[src/rtl/macc_sched_pkg.sv]
// Shared types and constants for the MACC request scheduler.
// Holds the FSM encoding, core op codes, the default timeout and the round-robin pointer helper.
package macc_sched_pkg;

   typedef enum logic [1:0] {
      ST_IDLE  = 2'd0,
      ST_ISSUE = 2'd1,
      ST_WAIT  = 2'd2,
      ST_RESP  = 2'd3
   } sched_state_e;

   localparam logic [1:0] OP_MUL = 2'b00;
   localparam logic [1:0] OP_ADD = 2'b01;
   localparam logic [1:0] OP_SUB = 2'b10;
   localparam logic [1:0] OP_SHL = 2'b11;

   localparam int unsigned TIMEOUT_DEF = 64;
   localparam int unsigned ID_W        = 3;

   // Requester index following idx, wrapping at nreq.
   function automatic logic [ID_W-1:0] next_ptr(input logic [ID_W-1:0] idx,
                                                input int unsigned     nreq);
      return ((32'(idx) + 32'd1) >= nreq) ? '0 : (idx + ID_W'(1));
   endfunction

endpackage

[src/rtl/macc_rr_arb.sv]
// Combinational round-robin arbiter.
// Grants the first valid requester at or after i_ptr, wrapping at NREQ.
module macc_rr_arb
   import macc_sched_pkg::*;
#(
   parameter int unsigned NREQ = 4
) (
   input  logic [NREQ-1:0] i_valid,
   input  logic [ID_W-1:0] i_ptr,
   output logic [NREQ-1:0] o_grant,
   output logic [ID_W-1:0] o_idx,
   output logic            o_any
);

   localparam int unsigned IW = (NREQ > 1) ? $clog2(NREQ) : 1;

   int unsigned w_cand;

   always_comb begin
      o_grant = '0;
      o_idx   = '0;
      o_any   = 1'b0;
      w_cand  = 0;
      for (int unsigned i = 0; i < NREQ; i++) begin
         w_cand = 32'(i_ptr) + i;
         if (w_cand >= NREQ) begin
            w_cand = w_cand - NREQ;
         end
         if (!o_any && i_valid[w_cand[IW-1:0]]) begin
            o_any                    = 1'b1;
            o_grant[w_cand[IW-1:0]]  = 1'b1;
            o_idx                    = ID_W'(w_cand);
         end
      end
   end

endmodule

[src/rtl/macc_req_sched.sv]
// Round-robin scheduler sharing one ap_ctrl-style MACC core among NREQ requesters.
// Accepts one request in IDLE, starts the core, waits for done or timeout, then holds the response.
module macc_req_sched
   import macc_sched_pkg::*;
#(
   parameter int unsigned NREQ    = 4,
   parameter int unsigned DW      = 32,
   parameter int unsigned TIMEOUT = TIMEOUT_DEF
) (
   input  logic                 ap_clk,
   input  logic                 ap_rst_n,
   input  logic [NREQ-1:0]      req_valid,
   output logic [NREQ-1:0]      req_ready,
   input  logic [2*NREQ-1:0]    req_op,
   input  logic [DW*NREQ-1:0]   req_a,
   input  logic [DW*NREQ-1:0]   req_b,
   output logic                 rsp_valid,
   input  logic                 rsp_ready,
   output logic [2:0]           rsp_id,
   output logic [DW-1:0]        rsp_data,
   output logic                 rsp_err,
   output logic                 core_start,
   input  logic                 core_ready,
   input  logic                 core_done,
   output logic [1:0]           core_op,
   output logic [DW-1:0]        core_a,
   output logic [DW-1:0]        core_b,
   input  logic [DW-1:0]        core_result,
   output logic                 busy
);

   localparam int unsigned TW = $clog2(TIMEOUT);

   sched_state_e r_state, w_state_nxt;

   logic [ID_W-1:0] r_rr_ptr,    w_rr_ptr_nxt;
   logic [TW-1:0]   r_tmo,       w_tmo_nxt;
   logic [ID_W-1:0] r_grant,     w_grant_nxt;
   logic [NREQ-1:0] r_req_ready, w_req_ready_nxt;
   logic            r_rsp_valid, w_rsp_valid_nxt;
   logic [DW-1:0]   r_rsp_data,  w_rsp_data_nxt;
   logic            r_rsp_err,   w_rsp_err_nxt;
   logic            r_core_start, w_core_start_nxt;
   logic [1:0]      r_core_op,   w_core_op_nxt;
   logic [DW-1:0]   r_core_a,    w_core_a_nxt;
   logic [DW-1:0]   r_core_b,    w_core_b_nxt;
   logic            r_busy,      w_busy_nxt;

   logic [NREQ-1:0] w_arb_grant;
   logic [ID_W-1:0] w_arb_idx;
   logic            w_arb_any;
   logic [1:0]      w_sel_op;
   logic [DW-1:0]   w_sel_a;
   logic [DW-1:0]   w_sel_b;

   macc_rr_arb #(
      .NREQ (NREQ)
   ) u_arb (
      .i_valid (req_valid),
      .i_ptr   (r_rr_ptr),
      .o_grant (w_arb_grant),
      .o_idx   (w_arb_idx),
      .o_any   (w_arb_any)
   );

   // Operand mux driven by the one-hot grant.
   always_comb begin
      w_sel_op = '0;
      w_sel_a  = '0;
      w_sel_b  = '0;
      for (int unsigned i = 0; i < NREQ; i++) begin
         if (w_arb_grant[i]) begin
            w_sel_op = req_op[2*i +: 2];
            w_sel_a  = req_a[DW*i +: DW];
            w_sel_b  = req_b[DW*i +: DW];
         end
      end
   end

   always_ff @(posedge ap_clk or negedge ap_rst_n) begin
      if (!ap_rst_n) begin
         r_state <= ST_IDLE;
      end else begin
         r_state <= w_state_nxt;
      end
   end

   always_comb begin
      w_state_nxt      = r_state;
      w_rr_ptr_nxt     = r_rr_ptr;
      w_tmo_nxt        = '0;
      w_grant_nxt      = r_grant;
      w_req_ready_nxt  = '0;
      w_rsp_valid_nxt  = r_rsp_valid;
      w_rsp_data_nxt   = r_rsp_data;
      w_rsp_err_nxt    = r_rsp_err;
      w_core_start_nxt = r_core_start;
      w_core_op_nxt    = r_core_op;
      w_core_a_nxt     = r_core_a;
      w_core_b_nxt     = r_core_b;
      w_busy_nxt       = r_busy;

      unique case (r_state)
         ST_IDLE: begin
            if (w_arb_any) begin
               w_state_nxt      = ST_ISSUE;
               w_grant_nxt      = w_arb_idx;
               w_req_ready_nxt  = w_arb_grant;
               w_core_op_nxt    = w_sel_op;
               w_core_a_nxt     = w_sel_a;
               w_core_b_nxt     = w_sel_b;
               w_core_start_nxt = 1'b1;
               w_busy_nxt       = 1'b1;
            end
         end
         ST_ISSUE: begin
            if (core_ready) begin
               w_core_start_nxt = 1'b0;
               if (core_done) begin
                  // Zero-latency core: result is already valid on the accept cycle.
                  w_state_nxt     = ST_RESP;
                  w_rsp_valid_nxt = 1'b1;
                  w_rsp_data_nxt  = core_result;
                  w_rsp_err_nxt   = 1'b0;
               end else begin
                  w_state_nxt = ST_WAIT;
               end
            end
         end
         ST_WAIT: begin
            if (core_done) begin
               w_state_nxt     = ST_RESP;
               w_rsp_valid_nxt = 1'b1;
               w_rsp_data_nxt  = core_result;
               w_rsp_err_nxt   = 1'b0;
            end else if (r_tmo == TW'(TIMEOUT - 1)) begin
               w_state_nxt     = ST_RESP;
               w_rsp_valid_nxt = 1'b1;
               w_rsp_data_nxt  = '0;
               w_rsp_err_nxt   = 1'b1;
            end else begin
               w_tmo_nxt = r_tmo + TW'(1);
            end
         end
         ST_RESP: begin
            if (rsp_ready) begin
               w_state_nxt     = ST_IDLE;
               w_rsp_valid_nxt = 1'b0;
               w_rr_ptr_nxt    = next_ptr(r_grant, NREQ);
               w_busy_nxt      = 1'b0;
            end
         end
         default: begin
            w_state_nxt = ST_IDLE;
         end
      endcase
   end

   always_ff @(posedge ap_clk or negedge ap_rst_n) begin
      if (!ap_rst_n) begin
         r_rr_ptr     <= '0;
         r_tmo        <= '0;
         r_grant      <= '0;
         r_req_ready  <= '0;
         r_rsp_valid  <= 1'b0;
         r_rsp_data   <= '0;
         r_rsp_err    <= 1'b0;
         r_core_start <= 1'b0;
         r_core_op    <= '0;
         r_core_a     <= '0;
         r_core_b     <= '0;
         r_busy       <= 1'b0;
      end else begin
         r_rr_ptr     <= w_rr_ptr_nxt;
         r_tmo        <= w_tmo_nxt;
         r_grant      <= w_grant_nxt;
         r_req_ready  <= w_req_ready_nxt;
         r_rsp_valid  <= w_rsp_valid_nxt;
         r_rsp_data   <= w_rsp_data_nxt;
         r_rsp_err    <= w_rsp_err_nxt;
         r_core_start <= w_core_start_nxt;
         r_core_op    <= w_core_op_nxt;
         r_core_a     <= w_core_a_nxt;
         r_core_b     <= w_core_b_nxt;
         r_busy       <= w_busy_nxt;
      end
   end

   assign req_ready  = r_req_ready;
   assign rsp_valid  = r_rsp_valid;
   assign rsp_id     = 3'(r_grant);
   assign rsp_data   = r_rsp_data;
   assign rsp_err    = r_rsp_err;
   assign core_start = r_core_start;
   assign core_op    = r_core_op;
   assign core_a     = r_core_a;
   assign core_b     = r_core_b;
   assign busy       = r_busy;

endmodule
[config.mk]
export PLATFORM = sky130hd
export DESIGN_NAME = macc_req_sched
export DESIGN_NICKNAME = d
export VERILOG_FILES = /design/src/rtl/macc_sched_pkg.sv /design/src/rtl/macc_rr_arb.sv /design/src/rtl/macc_req_sched.sv
export SDC_FILE = /design/constraint.sdc
export NUM_CORES = 1
export LEC_CHECK = 0
export ABC_AREA = 1
export BUFFER_PORTS_ARGS = -buffer_cell sky130_fd_sc_hd__clkbuf_2
export CAP_MARGIN = 20
export CORE_AREA = 8 8 153 155
export CTS_CLUSTER_SIZE = 40
export DETAILED_ROUTE_END_ITERATION = 10
export DIE_AREA = 0 0 161 163
export PLACE_DENSITY = 0.7
export SETUP_SLACK_MARGIN = 0.1
export SLEW_MARGIN = 10
export SYNTH_ARGS = -nofsm -noshare
export SYNTH_HDL_FRONTEND = slang
export SYNTH_SLANG_ARGS = --single-unit
[constraint.sdc]
create_clock -name ap_clk -period 2.9 [get_ports ap_clk]
set_clock_uncertainty 0.05 [all_clocks]
set_input_delay 0.435 -clock ap_clk [delete_from_list [all_inputs] [get_ports ap_clk]]
set_output_delay 0.435 -clock ap_clk [all_outputs]
set_load 0.01 [all_outputs]
---- After elaboration in Yosys (flattened, before gate mapping) ----
Cells that the tools add are included.
Widths: inputs -> output; s select.
word-level totals
  register bits ........................... 120
cells by class
  $add $sub $neg .......................... 10
  magnitude comparators ................... 13
  equal/unequal tests ..................... 9
  multiplexer cells ....................... 76
  bitwise operators ....................... 3
  reductions and logical operators ........ 22
operators with widths
  cell                 count
  $mux 32              12
  $pmux 32 s2          1
  $mux 3               9
  $mux 4               6
  $mux 1               23
  $mux 2               9
  $mux 6               3
  $ge 4x3->1 const B   4
  $lt 2x3->1 const B   4
  $or 4x4->4           3
  $sub 3x3->3 const B  4
  $add 3x1->4 const B  2
  $add 3x2->4 const B  2
  $bmux 1 s2           4
  $demux 1 s2          4
  $ge 2x1->1 const B   4
  $pmux 2 s4           1
  $reduce_and 4->1     2
  $logic_and 1x1->1    7
  $add 6x1->6 const B  1
  $eq 6x6->1 const B   1
  $ne 2x2->1 const B   3
  $pmux 1 s2           3
  $reduce_and 3->1     2
  13 further kinds     19

---- Depth between registers and ports, before layout ----
  depth after elaboration ................. 18
  depth in mapped cells ................... 17
  mapped depth without buffers ............ 15

---- Modules after synthesis ----
A second synthesis with hierarchy kept.
second synthesis, totals
  cells, all modules ...................... 931
  area, all modules ....................... 7160.6 sq um
modules (own cells, without submodules)
  module          instances  cells an instance  area each (sq um)  seq. area each (sq um)
  macc_req_sched  1          845                6637.6             3002.9
  macc_rr_arb     1          86                 523.0              0.0

---- Worst setup path after synthesis ----
OpenSTA, ideal clock, no wires.
  path kind ............................... register to register
  start ................................... register r_rr_ptr[0]
  end ..................................... register r_core_a[10] (netlist: core_a[10])
  setup time .............................. 0.116 ns
  data arrival time ....................... 2.127 ns
  setup slack ............................. 0.607 ns
  cell stages (with the launch flop) ...... 15
  path buffers ............................ 2
  clock period less this slack ............ 2.293 ns
  cells stage by stage .................... dfrtp_1 -> inv_2 -> ha_1 -> inv_1 -> nand3_1 -> nand2_2 -> nor2_4 -> a21oi_2 -> nand3_2 -> buf_4 -> buf_2 -> a21oi_1 -> nand2_1 -> nand2_1 -> nand2_1
on the way
  cells in the longest elaborated chain, start to end .. 18
  elaborated cells between the ends (all ways) .. 65
  those cells by class .................... 7 x add/sub; 12 x order compare; 32 x mux; 3 x bitwise; 11 x reduce/logical
ends and longest elaborated chain
  what                                                                  line                   text
  from (decl)                                                           macc_req_sched.sv:36   logic [ID_W-1:0] r_rr_ptr, w_rr_ptr_nxt;
  from (signal assigned)                                                macc_req_sched.sv:174  r_rr_ptr <= w_rr_ptr_nxt;
  parallel branches: the longest is 18 deep, another holds $add 3x1->4  -
  to (signal assigned)                                                  macc_req_sched.sv:183  r_core_a <= w_core_a_nxt;
  to (decl)                                                             macc_req_sched.sv:45   logic [DW-1:0] r_core_a, w_core_a_nxt;
Parallel ways; which one is timed is not known. The select of a mux whose other input is x is not followed.
A chain may end at the register's enable or synchronous reset.

---- Final worst setup path ----
  start ................................... register r_rr_ptr[0]
  end ..................................... register r_core_op[1] (netlist: core_op[1])
on the way
  cells in the longest elaborated chain, start to end .. 18
  elaborated cells between the ends (all ways) .. 65
  those cells by class .................... 7 x add/sub; 12 x order compare; 32 x mux; 3 x bitwise; 11 x reduce/logical
ends and longest elaborated chain
  what                                                                  line                   text
  parallel branches: the longest is 18 deep, another holds $add 3x1->4  -
  to (signal assigned)                                                  macc_req_sched.sv:182  r_core_op <= w_core_op_nxt;
  to (decl)                                                             macc_req_sched.sv:44   logic [1:0] r_core_op, w_core_op_nxt;
Parallel ways; which one is timed is not known. The select of a mux whose other input is x is not followed.

==> metrics.cfg <==
[outcome]
status = complete, no violations

[timing]
layout_min_cycle_time_ps = 2610
hold_viol = 0
max-slew-margin-rel_pct = 56.4
worstMarginPinSlew_ps = 654
finalCritPeriodShare_pct = 89.9
fin_tns_setup_ps = 0
maxSlewViolCount = 0
rsz0062_at_grt = no
setup_viol = 0
fmax_mhz = 384
worst_slack_ps = 294

[floorplan]
dieArea_sq_um = 26200
chipWidth_um = 161
std_cell_rows = 53
io_pins = 414
coreArea_sq_um = 20800
die_h_um = 163
start_util_pct = 38.9

[worst_setup_path]
worst-path-buf-inv = 4
r2r_end = core_op[1]
cp_slowest_cell = dfrtp_1
startpoint_type = flip-flop
r2r_setup_slack_ps = 290
critical_path_class = flip-flop to flip-flop
crit_chain = inv_2 > ha_1 > inv_1 > nand3_1 > nand2_2 > nor2_4 > nand2_1 > nand2_1 > a21oi_2 > nand2_2 > buf_12 > nand3_1 > nand2_1 > inv_1 > nand2_1
cp.required_ps = 3140
cp.arrival_ps = 2850
endpoint_kind = flip-flop
crit_top_cell = nand2_1
worstReg2RegStart = r_rr_ptr[0]
reg2reg_depth = 15
slowest_delay_ps = 390
critPathMaxFanout = 16
cp_top_family = simple AND/OR/NAND/NOR gates

[grt]
grt_pass1_vias = 9069
grt_pass1_wl_um = 48500
antenna_found_initial = 2
grtUsageTotal_pct = 23.0
grt_max_degree = 121
grt_overflow = 0

[drt]
vias_per_cell = 4.72
drt_iter0_drc = 635
ant_nets = 0
wl_per_cell_um = 16.3
drc_errors = 0
wl_um = 31300
drt_pass1_iterations = 5
via_count = 9070

[cells_and_area]
layout.cells.non_filler = 1921
area_growth_pct = 35.4
drive_above_1_share_pct = 30.7
post-route-util_pct = 52.6
seq_area_sq_um = 3000
fillers = 2097
nets = 1948
multiInputGateArea_sq_um = 3850

[placement]
place_inst = 1887
gp_congestion = 0.885
port_buffers = 413
place_hpwl_um = 23600
dp_slack_ps = 286

[cts]
cts_resized = 0
clk_pin_slew_ps = 60
worstSkewPairLatency_ps = 410
cts_hold_buf = 0
h-tree-depth = 4
cts_sinks = 120
clock_path_buffers = 2
postCtsSetupBuffers = 0
cts_inserted_buffers = 17
clockRootBuffer = clkbuf_16
cts_tree = done

[yosys]
ys_top_cells_by_count = nand2_1 (432), inv_1 (212), nand3_1 (148)
synth.most_common_cell = nand2_1
avgSynthCellArea_sq_um = 6.49
ys.flop_type = dfrtp_1
yosys.area.top_type = dfrtp_1
syn-num-nets = 1564
ys_ff_latch = 120
synth_cells = 1247
synth-edff-count = 0
ys_async_sr_fraction_pct = 100
syn_area_sq_um = 8090
synth.area.top_cells = dfrtp_1 (37%), nand2_1 (20%), inv_1 (9.8%)
yosys_warnings = 0
synth_top_area_share_pct = 37.1
synth_cell_type_count = 32
seq_area_frac_synth_pct = 37.1

[power_and_ir_drop]
irDropWorstVdd_mv = 0.741
power.density_nw_per_um2 = 1320
p_leak_uw = 0.00707

[flow_run]
drv_cap = 0

[worst_hold_path]
hp-class = primary input to asynchronous set/reset pin

-- flip-flops by register name, indices dropped and copies added (netlist names), 2 cells and up --
| signal | flops |
|---|---|
| core_b | 32 |
| r_tmo | 6 |
| core_op | 2 |
| core_a | 32 |
| r_rr_ptr | 3 |
| rsp_data | 32 |
| rsp_id | 3 |
| r_state | 2 |
| req_ready | 4 |
-- worst max-delay path by stage --
| stage | startpoint | end | slack [ps] | depth (start not counted) |
|---|---|---|---|---|
| 3_5_place_dp | r_rr_ptr[0] | core_op[1] | 290 | 15 |
| 2_1_floorplan | r_rr_ptr[0] | core_a[10] | 610 | 14 |
| 6_report | r_rr_ptr[0] | core_op[1] | 290 | 15 |
| 4_1_cts | r_rr_ptr[0] | core_op[1] | 270 | 15 |
| 3_3_place_gp | r_rr_ptr[0] | core_op[1] | 330 | 15 |
| 5_1_grt | r_rr_ptr[0] | core_op[1] | 100 | 15 |
-- metal layers --
layer	vias up	GRT usage [%]	share of wire [%]
li1	4583	-	-
met1	4033	27.2	40
met2	407	38.9	48
met3	47	7.18	9.3
met4	0	8.25	2.7
met5	-	0	0
-- power by group --
part | switching [uW] | internal [uW] | total, uW
logic | 6310 | 3340 | 9650
registers | 410 | 2420 | 2830
clock network | 808 | 1140 | 1950
total | 7530 | 6900 | 14400
-- cell type report --
type                       count  share of cell area, %
antenna                        2                 0.0457
clock buffer                  19                   4.13
clock inverter                13                  0.879
inverter                     227                   7.77
multi-input combinational    830                   35.2
sequential                   120                   27.4
tap                          275                   3.14
timing repair buffer         435                   21.5
-- through the flow --
step / instance area, sq um / hold WS [ps] / power (uW)
floorplan: 8090 / 89.4 / 9640
global placement: 10400 / 399 / 12400
detailed placement: 10400 / 405 / 12500
CTS: 11000 / 97.0 / 14500
global route: 11000 / 131 / 15900
finish: 11000 / 62.6 / 14400
-- kinds of logic (layout without fill, tap and decap cells) --
logic type      after synthesis  after routing  share of synthesized area, %
xor+xnor                      2              2                         0.216
other cells                   0              2                             0
fa+ha+maj                    12             12                          1.85
flops                       120            120                          37.1
compound gates              133            133                          9.97
buf+inv                     297            694                          15.5
simple gates                683            683                          35.4
-- cell usage in the layout, fill, tap and decap left out, types with 15 or more instances in the layout --
cell / count
dfrtp_1: 120
a21oi_1: 77
inv_2: 15
a22o_1: 32
inv_1: 212
o21ai_0: 16
nand3_1: 148
clkbuf_16: 17
nor2_1: 78
clkbuf_2: 412
nand2_1: 431
Note: power is estimated with default switching activity, not from simulation.
